**src/rtl/pq_arbiter.sv**
```systemverilog
// Two-port round-robin arbiter and sequencer for the shared priority-queue core.
// Grants one requester at a time, issues a single strobe, then waits for pq_done under a watchdog.
module pq_arbiter #(
  parameter int W       = 16,
  parameter int TIMEOUT = 255
) (
  input  logic         clk,
  input  logic         rst_n,
  input  logic         req0,
  input  logic         req1,
  input  logic         op0,
  input  logic         op1,
  input  logic [W-1:0] wdata0,
  input  logic [W-1:0] wdata1,
  output logic         ack0,
  output logic         ack1,
  output logic         err,
  output logic [W-1:0] rdata,
  output logic         pq_insert,
  output logic         pq_remove,
  output logic [W-1:0] pq_din,
  input  logic [W-1:0] pq_dout,
  input  logic         pq_done,
  input  logic         pq_full,
  input  logic         pq_empty,
  output logic [1:0]   gnt,
  output logic         timeout_flag
);

  localparam int CW = $clog2(TIMEOUT + 1);

  typedef enum logic [1:0] {IDLE, ISSUE, WAIT, RESP} state_t;

  state_t        state;
  logic          last;      // requester granted most recently
  logic          owner;
  logic          op_q;
  logic [CW-1:0] wd_cnt;

  logic         any_req;
  logic         pick;
  logic         sel_op;
  logic [W-1:0] sel_wdata;
  logic         reject;

  // NOTE: every always_comb output gets a default first so no latch is inferred.
  always_comb begin
    any_req   = req0 | req1;
    pick      = 1'b0;
    if (req0 && req1) pick = ~last;
    else if (req1)    pick = 1'b1;
    sel_op    = pick ? op1 : op0;
    sel_wdata = pick ? wdata1 : wdata0;
    reject    = sel_op ? pq_empty : pq_full;
  end

  // NOTE: sequential state uses non-blocking assignments only; blocking here would
  // make later reads in this block see the new value and break the register model.
  always_ff @(posedge clk or negedge rst_n) begin
    if (!rst_n) begin
      state        <= IDLE;
      last         <= 1'b1;
      owner        <= 1'b0;
      op_q         <= 1'b0;
      wd_cnt       <= '0;
      ack0         <= 1'b0;
      ack1         <= 1'b0;
      err          <= 1'b0;
      rdata        <= '0;
      pq_insert    <= 1'b0;
      pq_remove    <= 1'b0;
      pq_din       <= '0;
      gnt          <= 2'b00;
      timeout_flag <= 1'b0;
    end else begin
      // Pulses default low so each is high for exactly the one cycle it is set.
      ack0      <= 1'b0;
      ack1      <= 1'b0;
      pq_insert <= 1'b0;
      pq_remove <= 1'b0;
      unique case (state)
        IDLE: begin
          if (any_req) begin
            owner <= pick;
            op_q  <= sel_op;
            last  <= pick;
            gnt   <= pick ? 2'b10 : 2'b01;
            if (reject) begin
              err   <= 1'b1;
              rdata <= '0;
              ack0  <= ~pick;
              ack1  <= pick;
              state <= RESP;
            end else begin
              pq_insert <= ~sel_op;
              pq_remove <= sel_op;
              pq_din    <= sel_wdata;
              state     <= ISSUE;
            end
          end
        end
        ISSUE: begin
          wd_cnt <= '0;
          pq_din <= '0;
          state  <= WAIT;
        end
        WAIT: begin
          // A completion on the limit cycle still wins over the watchdog.
          if (pq_done) begin
            rdata <= op_q ? pq_dout : '0;
            err   <= 1'b0;
            ack0  <= ~owner;
            ack1  <= owner;
            state <= RESP;
          end else if (wd_cnt == CW'(TIMEOUT)) begin
            rdata        <= '0;
            err          <= 1'b1;
            timeout_flag <= 1'b1;
            ack0         <= ~owner;
            ack1         <= owner;
            state        <= RESP;
          end else begin
            wd_cnt <= wd_cnt + CW'(1);
          end
        end
        RESP: begin
          err   <= 1'b0;
          rdata <= '0;
          gnt   <= 2'b00;
          state <= IDLE;
        end
        default: state <= IDLE;
      endcase
    end
  end

endmodule

```
**config.mk**
```make
export PLATFORM = sky130hd
export DESIGN_NAME = pq_arbiter
export DESIGN_NICKNAME = d
export VERILOG_FILES = /design/src/rtl/pq_arbiter.sv
export SDC_FILE = /design/constraint.sdc
export NUM_CORES = 1
export LEC_CHECK = 0
export CAP_MARGIN = 20
export CORE_MARGIN = 10
export CORE_UTILIZATION = 48
export DETAILED_ROUTE_END_ITERATION = 16
export PLACE_DENSITY = 0.93
export SYNTH_ARGS = -nofsm -noshare
export SYNTH_HDL_FRONTEND = slang
export SYNTH_SLANG_ARGS = --single-unit
```
**constraint.sdc**
```tcl
create_clock -name clk -period 3.3 [get_ports clk]
set_input_delay 0.66 -clock clk [delete_from_list [all_inputs] [get_ports clk]]
set_output_delay 0.66 -clock clk [all_outputs]
set_load 0.01 [all_outputs]
```
==> results.py <==
metrics = {
    "clock_network": {
        "ctsLongestPathBuffers": 2,
        "post_cts.repair.setup_buffers": 0,
        "clk_root_buffer_cell": "sky130_fd_sc_hd__clkbuf_8",
        "cts_resized": 0,
        "cts_hold_buf": 0,
        "numClockSinks": 53,
        "clk_pin_slew_worst_paths_ns": 0.10,
        "clk_latency_ns": 0.31,
        "number_of_buffers_created_by_cts": 5,
        "tritoncts": "done",
        "clock_tree.htree_level_count": 2,
    },
    "drt": {
        "per_cell_routed_wire_length_um": 18.1,
        "vias_per_cell": 5.37,
        "dr_total_vias": 2200,
        "antenna_left": 0,
        "drt_first_iter_violations": 139,
        "drt_wl_total_um": 7420,
        "post-route-drc-count": 0,
        "detailedRoute.firstPassIterationCount": 4,
    },
    "global_route": {
        "first_global_vias": 2281,
        "gr-max-usage-layer": "met2",
        "global_route.usage.met2": 0.283,
        "grt_first_pass_wirelength_um": 11500,
        "gr-usage-all-layers": 0.162,
        "grt_max_degree": 54,
        "grtUsageMet1": 0.180,
        "globalRouteOverflowTotal": 0,
        "number_of_antenna_violations_at_the_first_check_in_global_routing": 0,
        "met3_global_route_usage": 0.0500,
    },
    "synth": {
        "synth-edff-count": 0,
        "synth.area.top_cells": "sky130_fd_sc_hd__dfrtp_1 49%, sky130_fd_sc_hd__mux2i_1 14%, sky130_fd_sc_hd__o2bb2ai_2 5.6%, sky130_fd_sc_hd__nand2_1 3.8%, sky130_fd_sc_hd__inv_1 3.2%",
        "synth.largest_area_cell": "sky130_fd_sc_hd__dfrtp_1",
        "ys_warn_count": 0,
        "post_synth_num_cell_types": 45,
        "postSynthCellCount": 237,
        "post_synth.cell_area_avg_sq_um": 11.2,
        "ys_async_sr_fraction": 1.00,
        "synth_seq_cells": 53,
        "postSynth.topFlopCell": "sky130_fd_sc_hd__dfrtp_1",
        "ys_seq_area_frac": 0.498,
        "synthDominantCellAreaShare": 0.488,
        "nets_in_the_synthesized_netlist": 299,
        "mappedNetlistArea_sq_mm": 0.00266,
    },
    "hold_path": {
        "holdCritPathClass": "input port to async pin",
    },
    "floorplan": {
        "rows": 27,
        "die_x_um": 94.5,
        "die-area_sq_mm": 0.00893,
        "floorplan.die.height_um": 94.5,
        "core_sq_mm": 0.00544,
        "boundaryPins": 97,
        "start_util": 0.490,
    },
    "worst_setup_path": {
        "criticalPathCategory": "input port to register",
        "critPathMaxFanout": 16,
        "timing.critical_path.required_ns": 3.54,
        "critPathCaptureType": "register",
        "r2r_start": "state[1]",
        "worst_setup_path_start_kind": "input port",
        "worstPathArrival_ns": 2.78,
        "cp-startpoint": "req1",
    },
    "placement": {
        "dpl.cell_count": 402,
        "dpl-instance-area_sq_mm": 0.00370,
        "last_weighted_congestion_value_of_the_routability_driven_placer": 0.875,
        "port_buffers": 96,
        "detailedPlacementHpwl_um": 5640,
    },
    "cells_and_area": {
        "leading_cell_type_in_the_layout_fill_and_taps_excluded": "sky130_fd_sc_hd__clkdlybuf4s50_1",
        "n_antenna_cell": 0,
        "post_synthesis_to_final_layout_area_growth_pct": 42.6,
        "fin_cells": 410,
        "layout.cells.most_common_list": "95 x sky130_fd_sc_hd__clkdlybuf4s50_1, 52 x sky130_fd_sc_hd__dfrtp_1, 38 x sky130_fd_sc_hd__mux2i_1",
        "final_net_count": 399,
        "fin_area_sq_mm": 0.00380,
        "drive_above_1_share": 0.0828,
        "layout.core_utilization": 0.699,
    },
    "power": {
        "power.static_leakage_nw": 1.68,
        "switchingPower_uw": 961,
        "share_of_total_power_in_sequential_cells": 0.367,
        "netSwitchingFraction": 0.369,
        "totalPowerFinal_mw": 2.61,
        "p_comb_frac": 0.478,
        "power_density_mw_per_mm2": 686,
        "power.share.clock": 0.155,
        "ir_worst_vdd_mv": 0.373,
        "internal_power_mw": 1.65,
    },
    "sta": {
        "report.final.setup_viol": 0,
        "worstMarginPinSlew_ns": 0.683,
        "fin_setup_tns_ns": 0,
        "slew_violations": 0,
        "final.period_utilization": 0.769,
        "slew_headroom": 0.545,
        "fin_crit_ns": 2.54,
        "largest_clock_skew_in_the_final_design_ns": 0.00722,
        "rsz0062_at_grt": "false",
        "fmax_ghz": 0.394,
        "final-hold-violation-count": 0,
    },
    "flow_run": {
        "drv.max_cap_violation_count": 0,
    },
    "status": {
        "outcome": "complete, no violations",
    },
}
-- power by group through the flow --
stage               sequential [mW]  clock (mW)  combinational [mW]
floorplan                      1.00           0               0.723
global placement              0.955           0                1.22
detailed placement            0.963           0                1.26
CTS                           0.957       0.412                1.27
global route                  0.979       0.438                1.35
finish                        0.956       0.404                1.25
-- final timing paths --
| check | end | slack (ns) | cells after the start |
|---|---|---|---|
| worst max-delay path | pq_din[4] | 0.76 | 5 |
| worst min-delay path | gnt[0] | 0.45 | 2 |
| worst max register to register | err | 0.91 | 7 |
| worst min register to register | ack0 | 0.48 | 1 |
| max in group asynchronous | rdata[13] | 2.41 | 2 |
| min in group clk | ack0 | 0.48 | 1 |
-- cell usage after synthesis (all sizes together), types with 3 or more instances --
master and instances:
ha 5, buf 7, nand4 3, o2bb2ai 16
nand3 7, dfrtp 52, and3 3, mux2i 38
nor3 3, o21ai 8, nand2 27, inv 23
a21oi 3, o211ai 3, nor2 6
-- final cells by class --
class / count / area (sq um)
clock inverters: 1 / 5.00
well taps: 72 / 90.1
repair buffers: 102 / 1000
clock buffers: 7 / 96.3
fillers: 390 / 1640
inverters: 23 / 86.3
multi-input cells: 152 / 1190
flip-flops and latches: 53 / 1330
-- stage by stage --
stage | setup slack (ns) | hold WS (ns)
3_5_place_dp | 0.465 | 0.460
3_3_place_gp | 0.567 | 0.463
6_report | 0.763 | 0.450
5_1_grt | 0.661 | 0.507
4_1_cts | 0.776 | 0.479
2_1_floorplan | 1.35 | 0.364
-- flip-flops by register name, indices dropped and copies added, names as in the netlist --
name and count:
ack0 1, ack1 1, err 1, gnt 2
last 1, op_q 1, owner 1, pq_din 16
pq_insert 1, pq_remove 1, rdata 16, state 2
timeout_flag 1, wd_cnt 8
-- cells by family (layout without fill, tap and decap cells) --
kind of cell | Yosys count | after routing | synth area share
AND/OR/NAND/NOR | 60 | 60 | 0.108
AO/OA/AOI/OAI | 46 | 46 | 0.163
buffers and inverters | 32 | 133 | 0.0535
XOR/XNOR | 2 | 2 | 0.00658
flip-flops | 53 | 53 | 0.498
multiplexers | 39 | 39 | 0.147
adder cells (fa/ha/maj) | 5 | 5 | 0.0235
-- critical path, cell delays in order --
cell and delay (ns):
sky130_fd_sc_hd__clkdlybuf4s50_1 0.61, sky130_fd_sc_hd__a21bo_1 0.28, sky130_fd_sc_hd__a221o_1 0.40, sky130_fd_sc_hd__a32oi_4 0.63
sky130_fd_sc_hd__o2bb2ai_1 0.19
-- metal layers --
layer,part of all wire,routed length (um),vias up
met4,0.016,121,0
met1,0.39,2890,1072
met5,0,0,-
li1,-,-,1042
met2,0.52,3870,75
met3,0.072,532,11
No activity file was read; power rests on OpenSTA's default activity.
